[src/rtl/datapath_fsm.sv]
// Control FSM for the 16-bit datapath: latches and decodes an instruction,
// then sequences register-file, ALU and status controls one state per cycle.
module datapath_fsm (
  input  logic        clk,
  input  logic        reset,
  input  logic        s,
  input  logic        load,
  input  logic [15:0] in,
  output logic        w,
  output logic [15:0] datapath_in,
  output logic [2:0]  writenum,
  output logic [2:0]  readnum,
  output logic        write,
  output logic        vsel,
  output logic        loada,
  output logic        loadb,
  output logic        loadc,
  output logic        loads,
  output logic        asel,
  output logic        bsel,
  output logic [1:0]  shift,
  output logic [1:0]  ALUop
);

  typedef enum logic [2:0] {
    S_WAIT,
    S_DECODE,
    S_GET_A,
    S_GET_B,
    S_EXEC,
    S_WR_REG,
    S_WR_IMM
  } state_t;

  typedef enum logic [2:0] {
    I_MOV_IMM,
    I_MOV_REG,
    I_ADD,
    I_CMP,
    I_AND,
    I_MVN,
    I_ILLEGAL
  } instr_t;

  logic [15:0] ir;
  state_t      state;
  state_t      state_next;
  instr_t      instr;

  logic [2:0]  rn;
  logic [2:0]  rd;
  logic [2:0]  rm;

  assign rn = ir[10:8];
  assign rd = ir[7:5];
  assign rm = ir[2:0];

  assign datapath_in = {{8{ir[7]}}, ir[7:0]};

  always_ff @(posedge clk or posedge reset) begin
    if (reset) begin
      ir <= '0;
    end else if (load) begin
      ir <= in;
    end
  end

  always_ff @(posedge clk or posedge reset) begin
    if (reset) begin
      state <= S_WAIT;
    end else begin
      state <= state_next;
    end
  end

  always_comb begin
    instr = I_ILLEGAL;
    case ({ir[15:13], ir[12:11]})
      5'b110_10: instr = I_MOV_IMM;
      5'b110_00: instr = I_MOV_REG;
      5'b101_00: instr = I_ADD;
      5'b101_01: instr = I_CMP;
      5'b101_10: instr = I_AND;
      5'b101_11: instr = I_MVN;
      default:   instr = I_ILLEGAL;
    endcase
  end

  always_comb begin
    state_next = state;
    w          = 1'b0;
    writenum   = '0;
    readnum    = '0;
    write      = 1'b0;
    vsel       = 1'b0;
    loada      = 1'b0;
    loadb      = 1'b0;
    loadc      = 1'b0;
    loads      = 1'b0;
    asel       = 1'b0;
    bsel       = 1'b1;
    // shift/ALUop only matter when C or status is latched, so they follow IR everywhere
    shift      = ir[4:3];
    case (instr)
      I_CMP:   ALUop = 2'b01;
      I_AND:   ALUop = 2'b10;
      I_MVN:   ALUop = 2'b11;
      default: ALUop = 2'b00;
    endcase

    case (state)
      S_WAIT: begin
        w = 1'b1;
        if (s) begin
          state_next = S_DECODE;
        end
      end
      S_DECODE: begin
        case (instr)
          I_MOV_IMM:               state_next = S_WR_IMM;
          I_ADD, I_CMP, I_AND:     state_next = S_GET_A;
          I_MOV_REG, I_MVN:        state_next = S_GET_B;
          default:                 state_next = S_WAIT;
        endcase
      end
      S_GET_A: begin
        readnum    = rn;
        loada      = 1'b1;
        state_next = S_GET_B;
      end
      S_GET_B: begin
        readnum    = rm;
        loadb      = 1'b1;
        state_next = S_EXEC;
      end
      S_EXEC: begin
        if (instr == I_CMP) begin
          loads      = 1'b1;
          state_next = S_WAIT;
        end else begin
          loadc      = 1'b1;
          asel       = (instr == I_MOV_REG);
          state_next = S_WR_REG;
        end
      end
      S_WR_REG: begin
        writenum   = rd;
        write      = 1'b1;
        state_next = S_WAIT;
      end
      S_WR_IMM: begin
        writenum   = rn;
        vsel       = 1'b1;
        write      = 1'b1;
        state_next = S_WAIT;
      end
      default: begin
        state_next = S_WAIT;
      end
    endcase
  end

endmodule

[config.mk]
export PLATFORM = sky130hd
export DESIGN_NAME = datapath_fsm
export DESIGN_NICKNAME = d
export VERILOG_FILES = /design/src/rtl/datapath_fsm.sv
export SDC_FILE = /design/constraint.sdc
export NUM_CORES = 1
export LEC_CHECK = 0
export ABC_CLOCK_PERIOD_IN_PS = 3100
export CORE_ASPECT_RATIO = 1.4
export CORE_UTILIZATION = 43
export DETAILED_ROUTE_END_ITERATION = 10
export GPL_TIMING_DRIVEN = 0
export HOLD_SLACK_MARGIN = 0.06
export PLACE_DENSITY = 0.85
export SLEW_MARGIN = 20
export SYNTH_ARGS = -nofsm -noshare
export SYNTH_HDL_FRONTEND = slang
export SYNTH_SLANG_ARGS = --single-unit
export TNS_END_PERCENT = 10
[constraint.sdc]
create_clock -name clk -period 3.1 [get_ports clk]
set_input_delay 0.62 -clock clk [delete_from_list [all_inputs] [get_ports clk]]
set_output_delay 0.62 -clock clk [all_outputs]
set_load 0.05 [all_outputs]
-- Word level (Yosys, flattened, before mapping)
Index checks and enable logic that the tools add are counted.
- equality and inequality tests: 18
- multiplexer cells: 19
- reductions and logical operators: 5
- operators by type and width (operator ; number):
    == test 5 bit, second input constant ; 6
    one-hot mux 3 bit (6 select lines) ; 1
    == test 3 bit, second input constant ; 5
    one-hot mux 3 bit (5 select lines) ; 1
    == test 3 x 2 -> 1 bit, second input constant ; 4
    one-hot mux 3 bit (2 select lines) ; 2
    2-to-1 mux 1 bit ; 11
    one-hot mux 3 bit (3 select lines) ; 1
    == test 3 x 1 -> 1 bit, second input constant ; 2
    zero test 3 bit ; 2
    2-to-1 mux 3 bit ; 2
    one-hot mux 2 bit (3 select lines) ; 1
    OR reduction 2 bit ; 2
    OR reduction 3 bit ; 1
    != test 2 bit, second input constant ; 1
- flip-flop bits (word level): 19
- bits of input ports: 20
- logic and storage cells: 44

-- Logic depth before layout (Yosys ltp)
- depth after elaboration: 6
- mapped depth: 4

-- Worst setup path after synthesis
OpenSTA, ideal clock, no wires.
- kind: flip-flop to output port
- start point: reg state[2]
- end point: out readnum[0]
- arrival time: 1924 ps
- slack: 556 ps
- stages on the path, launching flop included: 4
- buffers on the path: 0
- path through: dfrtp_1 -> nand2b_2 -> nor2_1 -> a22o_1
- longest elaborated chain between the ends: 2
- RTL lines (element ; line ; text):
    from (decl) ; 46 ; state_t state;
    from (signal assigned) ; 72 ; state <= state_next;
    == test 3 x 2 -> 1 bit ; 111 ; case (state)
    one-hot mux 3 bit (2 select lines) * ; 111 ;
    to (decl) ; 12 ; output logic [2:0] readnum,
Mark *: on every way between the ends. The rest lies on a longest branch, timed or not.

-- Worst setup path in the final report
- start point: reg state[1]
- end point: out writenum[1]
- longest elaborated chain between the ends: 2
- RTL lines (element ; line ; text):
    == test 3 bit ; 111 ;
    one-hot mux 3 bit (2 select lines) * ; 111 ;
    to (decl) ; 11 ; output logic [2:0] writenum,
Marked as above.

==> flow_summary.ini <==
[logic_synthesis]
synthesis.nets = 123
synth_top_cell_by_area = sky130_fd_sc_hd__dfrtp_1
yosysTopAreaCellShare_pct = 42.5
post_synthesis_sequential_area_ratio_pct = 42.5
ys.warnings.count = 0
avgSynthCellArea_sq_um = 10.9
cells_after_synth = 103
synth.cell_area_sq_mm = 0.00112
biggest_area_contributors_in_the_synthesized_netlist = sky130_fd_sc_hd__dfrtp_1 (43%), sky130_fd_sc_hd__mux2_2 (16%), sky130_fd_sc_hd__buf_4 (13%)
synth.distinct_cells = 33
synth-seq-cells = 19

[floorplan]
die_y_microns = 62.3
initial_utilization_pct = 46.3
design.die.area_sq_mm = 0.00281
chipWidth_microns = 45.1
row_count = 21
top_level_ports = 55
core_region_area_sq_mm = 0.00242

[critical_path]
crit_path_max_fanout = 7
setup_cp_type = reg -> out
worstPathRequired_ns = 2.48
crit_path_capture_type = output pin
r2r_startpoint = ir[12]$_DFFE_PP0P_
setup.worst_path.start_class = flip-flop
timing.critical_path.from = state[1]$_DFFE_PP0P_
critical_path_arrival_ns = 2.22

[routing]
drt.antenna.violating_nets = 0
ratio_of_routed_vias_to_standard_cells = 4.99
routedWlPerCell_microns = 13.0
vias = 963
drt_first_pass_iters = 4
drt_first_iter_violations = 24
drc_errors = 0
totalWireLength_mm = 2.52

[power_and_ir_drop]
power.total_mw = 1.13
static-leakage-power_nw = 0.732
power.density_cell_area_mw_per_mm2 = 661
power.ir.vdd_worst_v = 0.000385

[timing]
fin_crit_sh_pct = 91.7
tightestPinTransition_ns = 0.693
final.min_clock_period_ns = 2.84
grt_setup_unrepaired = no
setup_viol_count_final = 0
timing.fmax_ghz = 0.352
fin_skew_ns = 0.000705
tns_ns = 0
slew_headroom_pct = 53.8
timing_max_transition_violations_final = 0
finalHoldViolations = 0

[clock_tree]
clock_path_buffers = 2
clk_pin_slew_ns = 0.10
cts_htree_levels = 1
cts-hold-fix-buffers = 0
postCtsResizedCells = 0
cts-buffers-inserted = 3
root_buffer = sky130_fd_sc_hd__clkbuf_4
post-cts-setup-buffers = 0
clk-insertion-delay-late_ns = 0.30
tritoncts_clock_tree = done
cts_num_sinks = 19

[grt]
met1_routing_resource_usage_after_global_routing_pct = 20.9
grt_pass1_vias = 907
groute.usage.overall_pct = 19.4
grt_first_pass_wirelength_mm = 4.07
grt-busiest-layer = met2
grt_util_met3_pct = 2.62
antenna_found_initial = 0
met2_usage_pct = 33.5
grt.overflow.total = 0
pin_count_of_the_biggest_net_entering_global_routing = 20

[cells_and_area]
flow.area_growth_from_synthesis_pct = 52.7
fin_nets = 180
fillers = 194
drive_above_1_share_pct = 28.9
n_antenna_cell = 0
final-instance-count-excl-fill = 193

[job]
max_cap_violations = 0

[min_path]
min-delay-start = ir[4]$_DFFE_PP0P_
min-delay-path-class = reg -> reg

[place]
hpwlAfterDp_mm = 2.02
dp_cells = 189
gp_routability_congestion = 0.877
port_buffers = 52

[run_status]
outcome = complete, no violations
[Yosys cell counts]
library cell	count
sky130_fd_sc_hd__and2b_1	1
sky130_fd_sc_hd__nor2_1	8
sky130_fd_sc_hd__nand2_1	1
sky130_fd_sc_hd__mux2i_1	1
sky130_fd_sc_hd__and2_1	2
sky130_fd_sc_hd__a31oi_1	1
sky130_fd_sc_hd__nand2_4	1
sky130_fd_sc_hd__dfrtp_1	19
sky130_fd_sc_hd__o31a_1	1
sky130_fd_sc_hd__o21ai_1	1
sky130_fd_sc_hd__a22oi_1	3
sky130_fd_sc_hd__nor2b_1	3
sky130_fd_sc_hd__inv_1	2
sky130_fd_sc_hd__o211ai_1	1
sky130_fd_sc_hd__o21bai_1	1
sky130_fd_sc_hd__nand2b_2	1
sky130_fd_sc_hd__mux2_2	16
sky130_fd_sc_hd__o21a_1	1
sky130_fd_sc_hd__a22o_1	3
sky130_fd_sc_hd__conb_1	1
sky130_fd_sc_hd__and2b_2	1
sky130_fd_sc_hd__a21oi_1	1
sky130_fd_sc_hd__and3b_1	1
sky130_fd_sc_hd__nor4_1	1
sky130_fd_sc_hd__nor3b_2	1
sky130_fd_sc_hd__nor4b_1	1
sky130_fd_sc_hd__nand3_1	1
sky130_fd_sc_hd__buf_4	20
sky130_fd_sc_hd__buf_2	2
sky130_fd_sc_hd__nor2b_4	1
sky130_fd_sc_hd__nand2b_1	1
sky130_fd_sc_hd__and3_1	2
sky130_fd_sc_hd__nor3_1	2
[cells by family (layout without fill, tap and decap cells)]
family,after synthesis,in the layout,share of synthesized area [%]
other,1,1,0.335
flip-flops,19,19,42.5
buffers and inverters,24,80,15.0
multiplexers,17,17,17.0
AO/OA/AOI/OAI,13,13,8.61
AND/OR/NAND/NOR,29,29,16.6
[metal layers]
metal / up-vias / routed length, microns
met4: 0 / 97
met1: 460 / 960
li1: 451 / -
met5: - / 0
met3: 11 / 145
met2: 41 / 1310
[critical path: stages, from the launching register on]
cell and delay [ns]:
sky130_fd_sc_hd__dfrtp_1 0.47, sky130_fd_sc_hd__inv_1 0.08, sky130_fd_sc_hd__nor2_1 0.27, sky130_fd_sc_hd__a22oi_1 0.15, sky130_fd_sc_hd__nor2b_1 0.14, sky130_fd_sc_hd__clkdlybuf4s50_1 0.82
[final timing paths]
path,to,slack (ns),cells after the start
min reg2reg,ir[4]$_DFFE_PP0P_,0.55,1
max reg2reg,state[0]$_DFFE_PP0P_,1.77,4
max in group asynchronous,ir[7]$_DFFE_PP0P_,1.94,2
min,ir[4]$_DFFE_PP0P_,0.55,1
min in group asynchronous,state[1]$_DFFE_PP0P_,0.72,2
max,writenum[1],0.26,5
[registers in the layout, summed over array words and instances (netlist names)]
| register | flops |
|---|---|
| ir | 16 |
| state | 3 |
[power by group]
group | internal (mW) | switching [mW] | total, mW
Sequential | 0.287 | 0.0548 | 0.342
Clock | 0.0502 | 0.0724 | 0.123
Combinational | 0.267 | 0.398 | 0.665
Total | 0.605 | 0.525 | 1.13
[placed cells by master (no fill, tap or decap)]
cell / instances
sky130_fd_sc_hd__nor2b_1: 3
sky130_fd_sc_hd__mux2_2: 16
sky130_fd_sc_hd__and2_1: 2
sky130_fd_sc_hd__nand2b_1: 1
sky130_fd_sc_hd__clkbuf_4: 3
sky130_fd_sc_hd__and2b_1: 1
sky130_fd_sc_hd__o21ai_1: 1
sky130_fd_sc_hd__nor4_1: 1
sky130_fd_sc_hd__and2b_2: 1
sky130_fd_sc_hd__o211ai_1: 1
sky130_fd_sc_hd__nand2_1: 1
sky130_fd_sc_hd__inv_1: 2
sky130_fd_sc_hd__clkdlybuf4s50_1: 52
sky130_fd_sc_hd__o21a_1: 1
sky130_fd_sc_hd__nand2_4: 1
sky130_fd_sc_hd__and3_1: 2
sky130_fd_sc_hd__nand2b_2: 1
sky130_fd_sc_hd__nand3_1: 1
sky130_fd_sc_hd__nor4b_1: 1
sky130_fd_sc_hd__nor2_1: 8
sky130_fd_sc_hd__conb_1: 1
sky130_fd_sc_hd__mux2i_1: 1
sky130_fd_sc_hd__o31a_1: 1
sky130_fd_sc_hd__and3b_1: 1
sky130_fd_sc_hd__a22oi_1: 3
sky130_fd_sc_hd__buf_4: 20
sky130_fd_sc_hd__nor3_1: 2
sky130_fd_sc_hd__nor2b_4: 1
sky130_fd_sc_hd__nor3b_2: 1
sky130_fd_sc_hd__o21bai_1: 1
sky130_fd_sc_hd__buf_2: 2
sky130_fd_sc_hd__a21oi_1: 1
sky130_fd_sc_hd__clkbuf_1: 1
sky130_fd_sc_hd__a22o_1: 3
sky130_fd_sc_hd__dfrtp_1: 19
sky130_fd_sc_hd__a31oi_1: 1
[per-stage QoR]
stage	util, %	setup slack, ns	cell area [sq um]	hold slack (ns)
after floorplan	-	0.556	1120	0.505
after global placement	69.6	0.634	1680	0.523
final	70.7	0.259	1710	0.545
after detailed placement	69.6	0.611	1680	0.529
after global routing	70.7	0.0878	1710	0.577
after CTS	70.7	0.268	1710	0.552
[area by class of cell]
class / count / area, sq um / share of cell area, %
flip-flops and latches: 19 / 475 / 27.8
clock buffers: 4 / 26.3 / 1.54
multi-input cells: 60 / 475 / 27.8
well taps: 34 / 42.5 / 2.49
inverters: 2 / 7.51 / 0.440
plain buffers: 22 / 160 / 9.38
repair buffers: 52 / 520 / 30.5
Power figures use the tool's default switching activity.
